File: config.mk
export PLATFORM = sky130hd
export DESIGN_NAME = shift_fu_gen
export DESIGN_NICKNAME = d
export VERILOG_FILES = /design/src/rtl/shift_fu_pkg.sv /design/src/rtl/shift_fu_outq.sv /design/src/rtl/shift_fu_gen.sv
export SDC_FILE = /design/constraint.sdc
export NUM_CORES = 1
export LEC_CHECK = 0
export CORE_UTILIZATION = 25
export CTS_BUF_LIST = sky130_fd_sc_hd__clkbuf_8
export DETAILED_ROUTE_END_ITERATION = 12
export PLACE_DENSITY = 0.46
export SYNTH_ARGS = -nofsm -noshare
export SYNTH_HDL_FRONTEND = slang
export SYNTH_SLANG_ARGS = --single-unit
File: constraint.sdc
create_clock -name clk -period 2 [get_ports clk]
set_input_delay 0.4 -clock clk [delete_from_list [all_inputs] [get_ports clk]]
set_output_delay 0.4 -clock clk [all_outputs]
set_load 0.05 [all_outputs]
File: src/rtl/shift_fu_pkg.sv
// Shared definitions for the shift functional unit.
//   shift_op_e : operation encoding carried in operand[2:0]
//   FLAG_*     : bit positions of Z, C and N inside the 8-bit flags word
package shift_fu_pkg;

  typedef enum logic [2:0] {
    OP_SLL = 3'd0,
    OP_SRL = 3'd1,
    OP_SRA = 3'd2,
    OP_ROL = 3'd3,
    OP_ROR = 3'd4
  } shift_op_e;

  localparam int FLAG_Z = 0;
  localparam int FLAG_C = 1;
  localparam int FLAG_N = 2;

endpackage

File: src/rtl/shift_fu_outq.sv
// Output queue of the shift unit: a DEPTH-entry FIFO whose head entry is
// offered to both the CDB and the ROB. Each entry remembers which of the two
// consumers has already taken it; the head leaves once both have.
//
// Handshake: a request (cdb_req_o / rob_req_o) is high while the head is valid
// and that consumer has not yet taken it. A grant only counts in a cycle where
// the matching request is high; grants without a request are ignored. The
// head pops at the edge where both done bits are set or being set.
//
// Ports
//   clk, rst        clock, asynchronous active-low reset
//   push_i          issue valid; dropped when busy_o is high
//   push_data_i     packed entry payload
//   push_nowb_i     entry has no register writeback (never requests the CDB)
//   cdb_grant_i     CDB grant for the head entry
//   rob_grant_i     ROB grant for the head entry
//   cdb_req_o       CDB request for the head entry
//   rob_req_o       ROB request for the head entry
//   head_data_o     head payload, zero when empty
//   busy_o          queue full (registered)
module shift_fu_outq #(
  parameter int DEPTH = 2,
  parameter int EW    = 8
) (
  input  logic          clk,
  input  logic          rst,
  input  logic          push_i,
  input  logic [EW-1:0] push_data_i,
  input  logic          push_nowb_i,
  input  logic          cdb_grant_i,
  input  logic          rob_grant_i,
  output logic          cdb_req_o,
  output logic          rob_req_o,
  output logic [EW-1:0] head_data_o,
  output logic          busy_o
);

  localparam int PW = $clog2(DEPTH);
  localparam int CW = PW + 1;

  logic [EW-1:0]    mem_q [DEPTH];
  logic [DEPTH-1:0] cdb_done_q, cdb_done_d;
  logic [DEPTH-1:0] rob_done_q, rob_done_d;
  logic [PW-1:0]    head_q, head_d;
  logic [PW-1:0]    tail_q, tail_d;
  logic [CW-1:0]    count_q, count_d;
  logic             busy_q, busy_d;

  logic head_valid;
  logic cdb_fire;
  logic rob_fire;
  logic push;
  logic pop;

  always_comb begin
    head_valid = (count_q != '0);
    cdb_req_o  = head_valid & ~cdb_done_q[head_q];
    rob_req_o  = head_valid & ~rob_done_q[head_q];
    cdb_fire   = cdb_req_o & cdb_grant_i;
    rob_fire   = rob_req_o & rob_grant_i;
    pop        = head_valid
               & (cdb_done_q[head_q] | cdb_fire)
               & (rob_done_q[head_q] | rob_fire);
    // Full is judged on the registered count, so a pop in the same cycle
    // does not make room for an issue.
    push       = push_i & ~busy_q;

    count_d = count_q + CW'(push) - CW'(pop);
    head_d  = head_q + PW'(pop);
    tail_d  = tail_q + PW'(push);
    busy_d  = (count_d == CW'(DEPTH));

    cdb_done_d = cdb_done_q;
    rob_done_d = rob_done_q;
    if (cdb_fire) cdb_done_d[head_q] = 1'b1;
    if (rob_fire) rob_done_d[head_q] = 1'b1;
    // A push never targets the head slot while it is still occupied, so the
    // initial done bits can simply overwrite the tail slot.
    if (push) begin
      cdb_done_d[tail_q] = push_nowb_i;
      rob_done_d[tail_q] = 1'b0;
    end

    head_data_o = head_valid ? mem_q[head_q] : '0;
    busy_o      = busy_q;
  end

  always_ff @(posedge clk or negedge rst) begin
    if (!rst) begin
      cdb_done_q <= '0;
      rob_done_q <= '0;
      head_q     <= '0;
      tail_q     <= '0;
      count_q    <= '0;
      busy_q     <= 1'b0;
    end else begin
      cdb_done_q <= cdb_done_d;
      rob_done_q <= rob_done_d;
      head_q     <= head_d;
      tail_q     <= tail_d;
      count_q    <= count_d;
      busy_q     <= busy_d;
    end
  end

  // Payload storage needs no reset: it is masked by head_valid.
  always_ff @(posedge clk) begin
    if (push) mem_q[tail_q] <= push_data_i;
  end

endmodule

File: src/rtl/shift_fu_gen.sv
// Shift functional unit: computes SLL/SRL/SRA/ROL/ROR on issue, derives the
// N/C/Z flags, and parks the result in an output queue that is drained by
// independent CDB and ROB grants.
//
// Ports
//   clk, rst                 clock, asynchronous active-low reset
//   input_transmit           issue valid (accepted when busy=0)
//   operand[2:0]             operation select, upper bits ignored
//   depvals[0], depvals[1]   value to shift, shift amount
//   wbs, flags, robid        destination reg (0 = none), incoming flags, tag
//   cdb_transmit             CDB grant;  cdb_transmit_out, cdb_id, cdb_val
//   rob_transmit             ROB grant;  rob_transmit_out, robid_out,
//                            flags_out, wbs_out, value_out
//   busy                     output queue full
module shift_fu_gen
  import shift_fu_pkg::*;
#(
  parameter int XLEN  = 8,
  parameter int ROBW  = 4,
  parameter int DEPTH = 2
) (
  input  logic                 clk,
  input  logic                 rst,
  input  logic                 input_transmit,
  input  logic [7:0]           operand,
  input  logic [1:0][XLEN-1:0] depvals,
  input  logic [7:0]           wbs,
  input  logic [7:0]           flags,
  input  logic [ROBW-1:0]      robid,
  input  logic                 cdb_transmit,
  output logic                 cdb_transmit_out,
  output logic [ROBW-1:0]      cdb_id,
  output logic [XLEN-1:0]      cdb_val,
  input  logic                 rob_transmit,
  output logic                 rob_transmit_out,
  output logic [ROBW-1:0]      robid_out,
  output logic [7:0]           flags_out,
  output logic [7:0]           wbs_out,
  output logic [XLEN-1:0]      value_out,
  output logic                 busy
);

  localparam int SHW = $clog2(XLEN);
  localparam int EW  = ROBW + 8 + 8 + XLEN;

  logic [XLEN-1:0] a;
  logic [XLEN-1:0] b;
  logic [SHW-1:0]  rot_amt;
  logic [XLEN:0]   sll_w;
  logic [XLEN:0]   srl_w;
  logic [XLEN:0]   sra_w;
  logic [XLEN-1:0] rol_r;
  logic [XLEN-1:0] ror_r;
  logic [XLEN-1:0] res;
  logic            carry;
  logic [7:0]      flags_calc;
  logic [EW-1:0]   entry;
  logic [EW-1:0]   head;
  logic [4:0]      unused_operand_bits;

  assign a                   = depvals[0];
  assign b                   = depvals[1];
  assign rot_amt             = b[SHW-1:0];
  assign unused_operand_bits = operand[7:3];

  // Each shift is done one bit wider than XLEN so the extra bit catches the
  // last bit shifted out. Shifting by the full b value makes oversize
  // amounts fall out naturally: zeros for SLL/SRL, sign copies for SRA.
  always_comb begin
    sll_w = {1'b0, a} << b;
    srl_w = {a, 1'b0} >> b;
    sra_w = $unsigned($signed({a, 1'b0}) >>> b);
    rol_r = (a << rot_amt) | (a >> (XLEN - int'(rot_amt)));
    ror_r = (a >> rot_amt) | (a << (XLEN - int'(rot_amt)));

    res   = a;
    carry = 1'b0;
    case (operand[2:0])
      OP_SLL: begin res = sll_w[XLEN-1:0]; carry = sll_w[XLEN]; end
      OP_SRL: begin res = srl_w[XLEN:1];   carry = srl_w[0];    end
      OP_SRA: begin res = sra_w[XLEN:1];   carry = sra_w[0];    end
      OP_ROL: begin res = rol_r; carry = (rot_amt != '0) & rol_r[0];      end
      OP_ROR: begin res = ror_r; carry = (rot_amt != '0) & ror_r[XLEN-1]; end
      default: begin res = a; carry = 1'b0; end
    endcase

    flags_calc         = flags;
    flags_calc[FLAG_Z] = (res == '0);
    flags_calc[FLAG_C] = carry;
    flags_calc[FLAG_N] = res[XLEN-1];

    entry = {robid, flags_calc, wbs, res};
  end

  shift_fu_outq #(
    .DEPTH (DEPTH),
    .EW    (EW)
  ) u_outq (
    .clk         (clk),
    .rst         (rst),
    .push_i      (input_transmit),
    .push_data_i (entry),
    .push_nowb_i (wbs == 8'd0),
    .cdb_grant_i (cdb_transmit),
    .rob_grant_i (rob_transmit),
    .cdb_req_o   (cdb_transmit_out),
    .rob_req_o   (rob_transmit_out),
    .head_data_o (head),
    .busy_o      (busy)
  );

  assign robid_out = head[EW-1 -: ROBW];
  assign flags_out = head[XLEN+15 -: 8];
  assign wbs_out   = head[XLEN+7 -: 8];
  assign value_out = head[XLEN-1:0];
  assign cdb_id    = robid_out;
  assign cdb_val   = value_out;

endmodule
* Word level (Yosys, flattened, before mapping) *
Memory sizes are Yosys's and may differ from the RTL's.
Index checks and enable logic that the tools add are counted.

storage, ports and cells
  bits of input ports = 49
  memories kept = 1
  register bits = 9
  RAM bits = 56
  logic and storage cells = 73

operators by class
  reduce and logical (&&, ||, !) cells = 7
  multiplexer cells = 18
  shift-type cells = 7
  bitwise logic cells = 20
  add/sub/neg operators = 5
  order comparisons = 4
  eq/ne operators = 5

memory list
  name          depth  width  read ports  clocked after memory_dff  wr ports  RTL line             text
  u_outq.mem_q  2      28     1           0                         1         shift_fu_outq.sv:41  logic [EW-1:0] mem_q [DEPTH];

operators by type and width
  kind                                                                  number
  8-bit one-hot mux with 5 select lines                                 1
  8-bit by 32-bit << shifter with 8-bit output                          1
  8-bit by 32-bit >> shifter with 8-bit output                          1
  28-bit 2-to-1 mux                                                     1
  8-bit logical NOT                                                     2
  8-bit bitwise OR                                                      2
  1-bit bitwise AND                                                     9
  8-bit by 8-bit << shifter with 9-bit output                           1
  9-bit by 8-bit >> shifter with 9-bit output                           1
  9-bit by 8-bit >>> shifter with 9-bit output                          1
  1-bit 2-to-1 mux                                                      8
  2-bit 2-to-1 mux                                                      4
  8-bit by 3-bit << shifter with 8-bit output                           1
  8-bit by 3-bit >> shifter with 8-bit output                           1
  3-bit by 2-bit == test with 1-bit output, second input constant       2
  1-bit one-hot mux with 5 select lines                                 1
  4-bit by 3-bit subtractor with 5-bit output, first input constant     1
  1-bit by 2-bit < comparator with 1-bit output, second input constant  2
  2-bit bitwise OR                                                      2
  3-bit by 1-bit == test with 1-bit output, second input constant       1
  3-bit == test, second input constant                                  1
  3-bit logical NOT                                                     1
  1-bit NOT                                                             3
  3-bit nonzero test                                                    1
  other kinds (12)                                                      17

* Logic depth before layout (Yosys ltp) *
  word-level depth = 10
  gate-level depth with buffers = 14
  gate-level depth less buffers = 10

* By module *
A second synthesis with hierarchy kept.

unflattened totals
  cells, all modules = 477
  area, all modules = 4714.5 µm²

by module, submodules not included
  module         area an instance (µm²)  sequential area each (µm²)  instances  cells an instance
  shift_fu_outq  2581.2                  1906.8                      1          164
  shift_fu_gen   2133.3                  0.0                         1          313

* Least setup slack after synthesis *
OpenSTA, ideal clock, no wires.

  path type = in2reg
  start = input port depvals[8] (netlist bit)
  end = memory u_outq.mem_q[0][16] (netlist bit) (data pin)
  setup time = 0.137 ns
  setup slack = -1.010 ns
  data arrival time = 2.873 ns
  path buffers = 3
  required time = 1.863 ns
  stages on the path = 13
  path through = buf_6 -> inv_2 -> clkbuf_1 -> ha_1 -> ha_1 -> buf_1 -> mux4_2 -> o211ai_1 -> a21oi_1 -> a31oi_1 -> a31oi_4 -> nor4bb_1 -> and3b_1

between the ends
  longest elaborated chain between the ends = 5
  elaborated cells on any way between the ends = 12
  classes of those cells = 1 x add/sub; 7 x shift; 1 x mux; 2 x bitwise; 1 x reduce/logical

RTL lines
  element                                                                                                       RTL line                                text
  start: declaration                                                                                            shift_fu_gen.sv:26                      input logic [1:0][XLEN-1:0] depvals,
  4-bit by 3-bit subtractor with 5-bit output                                                                   shift_fu_gen.sv:73, shift_fu_gen.sv:74
  8-bit by 32-bit << shifter with 8-bit output or 8-bit by 32-bit >> shifter with 8-bit output (tied branches)  shift_fu_gen.sv:74, shift_fu_gen.sv:73
  8-bit bitwise OR (on tied branches)                                                                           shift_fu_gen.sv:74, shift_fu_gen.sv:73
  8-bit one-hot mux with 5 select lines *                                                                       shift_fu_gen.sv:78                      case (operand[2:0])
  named net entry[1]                                                                                            shift_fu_gen.sv:57                      logic [EW-1:0] entry;
  8-bit logical NOT *                                                                                           shift_fu_gen.sv:88                      flags_calc[FLAG_Z] = (res == '0);
  named net entry[16]                                                                                           shift_fu_gen.sv:57
  end: declaration                                                                                              shift_fu_outq.sv:41

The timed path passes the listed nets; every way through them passes the cells marked *.

* Worst setup path in the final report *
Ends and elaborated chain as after synthesis.

==> impl_metrics.json <==
{
  "antenna_found_initial": 0,
  "p_total_uw": 10100,
  "clock_latency_ns": 0.34,
  "power.density_nw_per_um2": 1300,
  "final_nets": 699,
  "cts_buffers": 9,
  "antenna_left": 0,
  "status": "finished with violations",
  "critPathKind": "in2reg",
  "ys_seq_area_share_pct": 40.6,
  "gp_congestion": 0.897,
  "cp_num_cells": 9,
  "design.core.area_um2": 17500,
  "drive_gt1_share_pct": 50.5,
  "yosysWarnings": 0,
  "diodes": 0,
  "port_buffers": 83,
  "synth_edf_count": 54,
  "firstDrtPassIters": 4,
  "drt_wl_total_mm": 16.8,
  "hold_path_class": "in2async",
  "power_leakage_uw": 0.00312,
  "synth-main-ff-cell": "edfxtp_1",
  "syn_avg_cell_area_um2": 10.0,
  "maxCapViolations": 0,
  "cts_max_level": 3,
  "dp_hpwl_mm": 12.9,
  "start_util_pct": 25.9,
  "finalSetupViolations": 16,
  "fin_area_um2": 7750,
  "tightest_slew_ns": 0.605,
  "fmax_mhz": 432,
  "critical_path.slowest_cell": "a222oi_1",
  "die_area_um2": 18700,
  "grt_pass1_vias": 4559,
  "max_slew_margin_pct": 59.4,
  "final_max_slew_viol_count": 0,
  "violations": "setup timing",
  "syn-num-nets": 508,
  "period_minus_slack_ns": 2.32,
  "root_buffer": "clkbuf_8",
  "clk_path_buf_depth": 2,
  "path_buf_inv": 3,
  "cp_top_family": "compound AO/OA/AOI/OAI gates",
  "multiInputGateArea_um2": 2840,
  "ff2ff_path_depth": 9,
  "path_clk_slew_ns": 0.07,
  "synth_most_common_cell": "nor2_1",
  "track_usage_pct": 18.7,
  "num_vias": 4433,
  "critPathLaunchType": "input pin",
  "cp_cell_sequence": "buf_12 -> buf_8 -> mux2_4 -> a222oi_1 -> buf_4 -> a2bb2oi_1 -> o32a_1 -> nor4bb_2 -> and3b_1",
  "cts_tree": "done",
  "viasPerCell": 5.07,
  "required_ns": 2.20,
  "finClkSkew_ns": 0.00801,
  "dr.first_iter.drc_count": 214,
  "area_growth_pct": 70.5,
  "io_pins": 92,
  "rsz0062_at_grt": "true",
  "die_h_um": 137,
  "grt_overflow": 0,
  "crit_arrival_ns": 2.52,
  "clock-sinks": 63,
  "fp-row-count": 48,
  "yosys.cell_types.count": 73,
  "placed_area_um2": 6850,
  "wl_per_cell_um": 19.3,
  "whs_ns": 0.369,
  "synth_top_cells_by_count": "nor2_1, edfxtp_1, mux2i_1",
  "peakVddDrop_mv": 1.00,
  "syn_area_um2": 4540,
  "path_max_fanout": 4,
  "grt_start_max_net_pins": 21,
  "die-width_um": 137,
  "synth_area_leader_cell": "edfxtp_1",
  "grt_pass1_wl_mm": 26.0,
  "synth.area.top_cells": "edfxtp_1, mux2i_1, dfrtp_1, nor2_1, mux2_2",
  "synth_top_cell_area_share_pct": 35.7,
  "ff_latch_area_um2": 1850,
  "fin_crit_sh_pct": 116,
  "endpoint_kind": "register",
  "nFillCells": 1691,
  "slowest_delay_ns": 0.43,
  "drc_errors": 0,
  "fin_cells": 874,
  "synth_cells": 453,
  "timing.final.ws_setup_ns": -0.316,
  "async_flop_share_pct": 14.3,
  "ys_ff_latch": 63,
  "place_inst": 833,
  "hold_viol_final": 0
}
where the power goes:
group / internal (uW) / switching, uW
logic: 3300 / 3770
registers: 1810 / 164
clock network: 596 / 465
total: 5710 / 4400
metrics by stage:
stage / utilization [%] / setup WS [ns] / TNS, ns
global placement: 39.1 / -1.30 / -20.07
finish: 44.2 / -0.316 / -1.71
floorplan: - / -0.617 / -5.89
global route: 44.2 / -0.349 / -3.00
detailed placement: 39.1 / -1.31 / -20.25
CTS: 42.7 / -0.259 / -1.94
routing by layer:
metal	part of all wire [%]	vias up	track usage, %
met1	44	2189	24.1
met4	2.7	0	8.24
met3	4.9	30	3.07
li1	-	2081	-
met5	0	-	0
met2	48	133	30.7
state kept, by name, indices dropped and copies added (netlist names):
name and cells:
u_outq.count_q 2, u_outq.busy_o 1, u_outq.rob_done_q 2, u_outq.mem_q 54, u_outq.tail_q 1, u_outq.head_q 1, u_outq.cdb_done_q 2
final timing paths:
kind,from,end,slack [ns]
worst max-delay path,depvals[8],u_outq.mem_q[0][16],-0.32
min in group clk,u_outq.tail_q,u_outq.rob_done_q[1],0.52
worst max register to register,u_outq.head_q,u_outq.busy_o,-0.02
max in group asynchronous,rst,u_outq.head_q,1.30
worst min-delay path,rst,u_outq.busy_o,0.37
worst min register to register,u_outq.tail_q,u_outq.rob_done_q[1],0.52
final cells by class:
| type | count | area share (%) |
|---|---|---|
| Clock buffer | 10 | 1.78 |
| Sequential cell | 63 | 23.9 |
| Tap cell | 225 | 3.63 |
| Clock inverter | 6 | 0.711 |
| Timing Repair Buffer | 235 | 32.8 |
| Multi-Input combinational cell | 323 | 36.6 |
| Inverter | 12 | 0.646 |
kinds of logic (layout without fill, tap and decap cells):
logic type | Yosys count | in the layout | synth area share, %
multiplexers | 69 | 69 | 17.1
XOR/XNOR | 3 | 3 | 0.578
adder cells (fa/ha/maj) | 6 | 6 | 1.65
buffers and inverters | 67 | 263 | 8.92
AND/OR/NAND/NOR | 140 | 140 | 15.0
AO/OA/AOI/OAI | 105 | 105 | 16.2
flip-flops | 63 | 63 | 40.6
layout by cell type, fill, tap and decap left out, drive strengths merged, types with 4 or more instances in the layout:
cell | Yosys | routed
mux2 | 15 | 15
o21ai | 19 | 19
nand2b | 4 | 4
nor2b | 5 | 5
clkdlybuf4s50 | 0 | 22
or3b | 4 | 4
a21oi | 19 | 19
or2 | 4 | 4
mux2i | 49 | 49
inv | 12 | 15
mux4 | 5 | 5
clkdlybuf4s15 | 0 | 4
nor2 | 56 | 56
o22ai | 8 | 8
ha | 6 | 6
clkbuf | 21 | 16
o41ai | 4 | 4
nor3 | 13 | 13
or3 | 4 | 4
a31oi | 13 | 13
o31ai | 4 | 4
dfrtp | 9 | 9
dlygate4sd2 | 0 | 4
nand2 | 30 | 30
buf | 34 | 198
edfxtp | 54 | 54
repair_timing:
action / CTS / global route
hold buffers: 0 / 0
pin swaps: 32 / 28
resized for setup: 122 / 59
endpoints found under the hold margin: 0 / 0
setup endpoints to repair: 49 / 49
setup buffers: 17 / 10
worst reg2reg max path, cell delays in order (launching register included):
cell and delay [ns]:
dfrtp_2 0.47, mux2_4 0.33, o22ai_2 0.15, nor2_2 0.06, ha_1 0.27, inv_1 0.04
ha_2 0.18, xnor2_2 0.13, xnor2_1 0.17, nor2b_1 0.16
(Power assumes the default switching activity.)
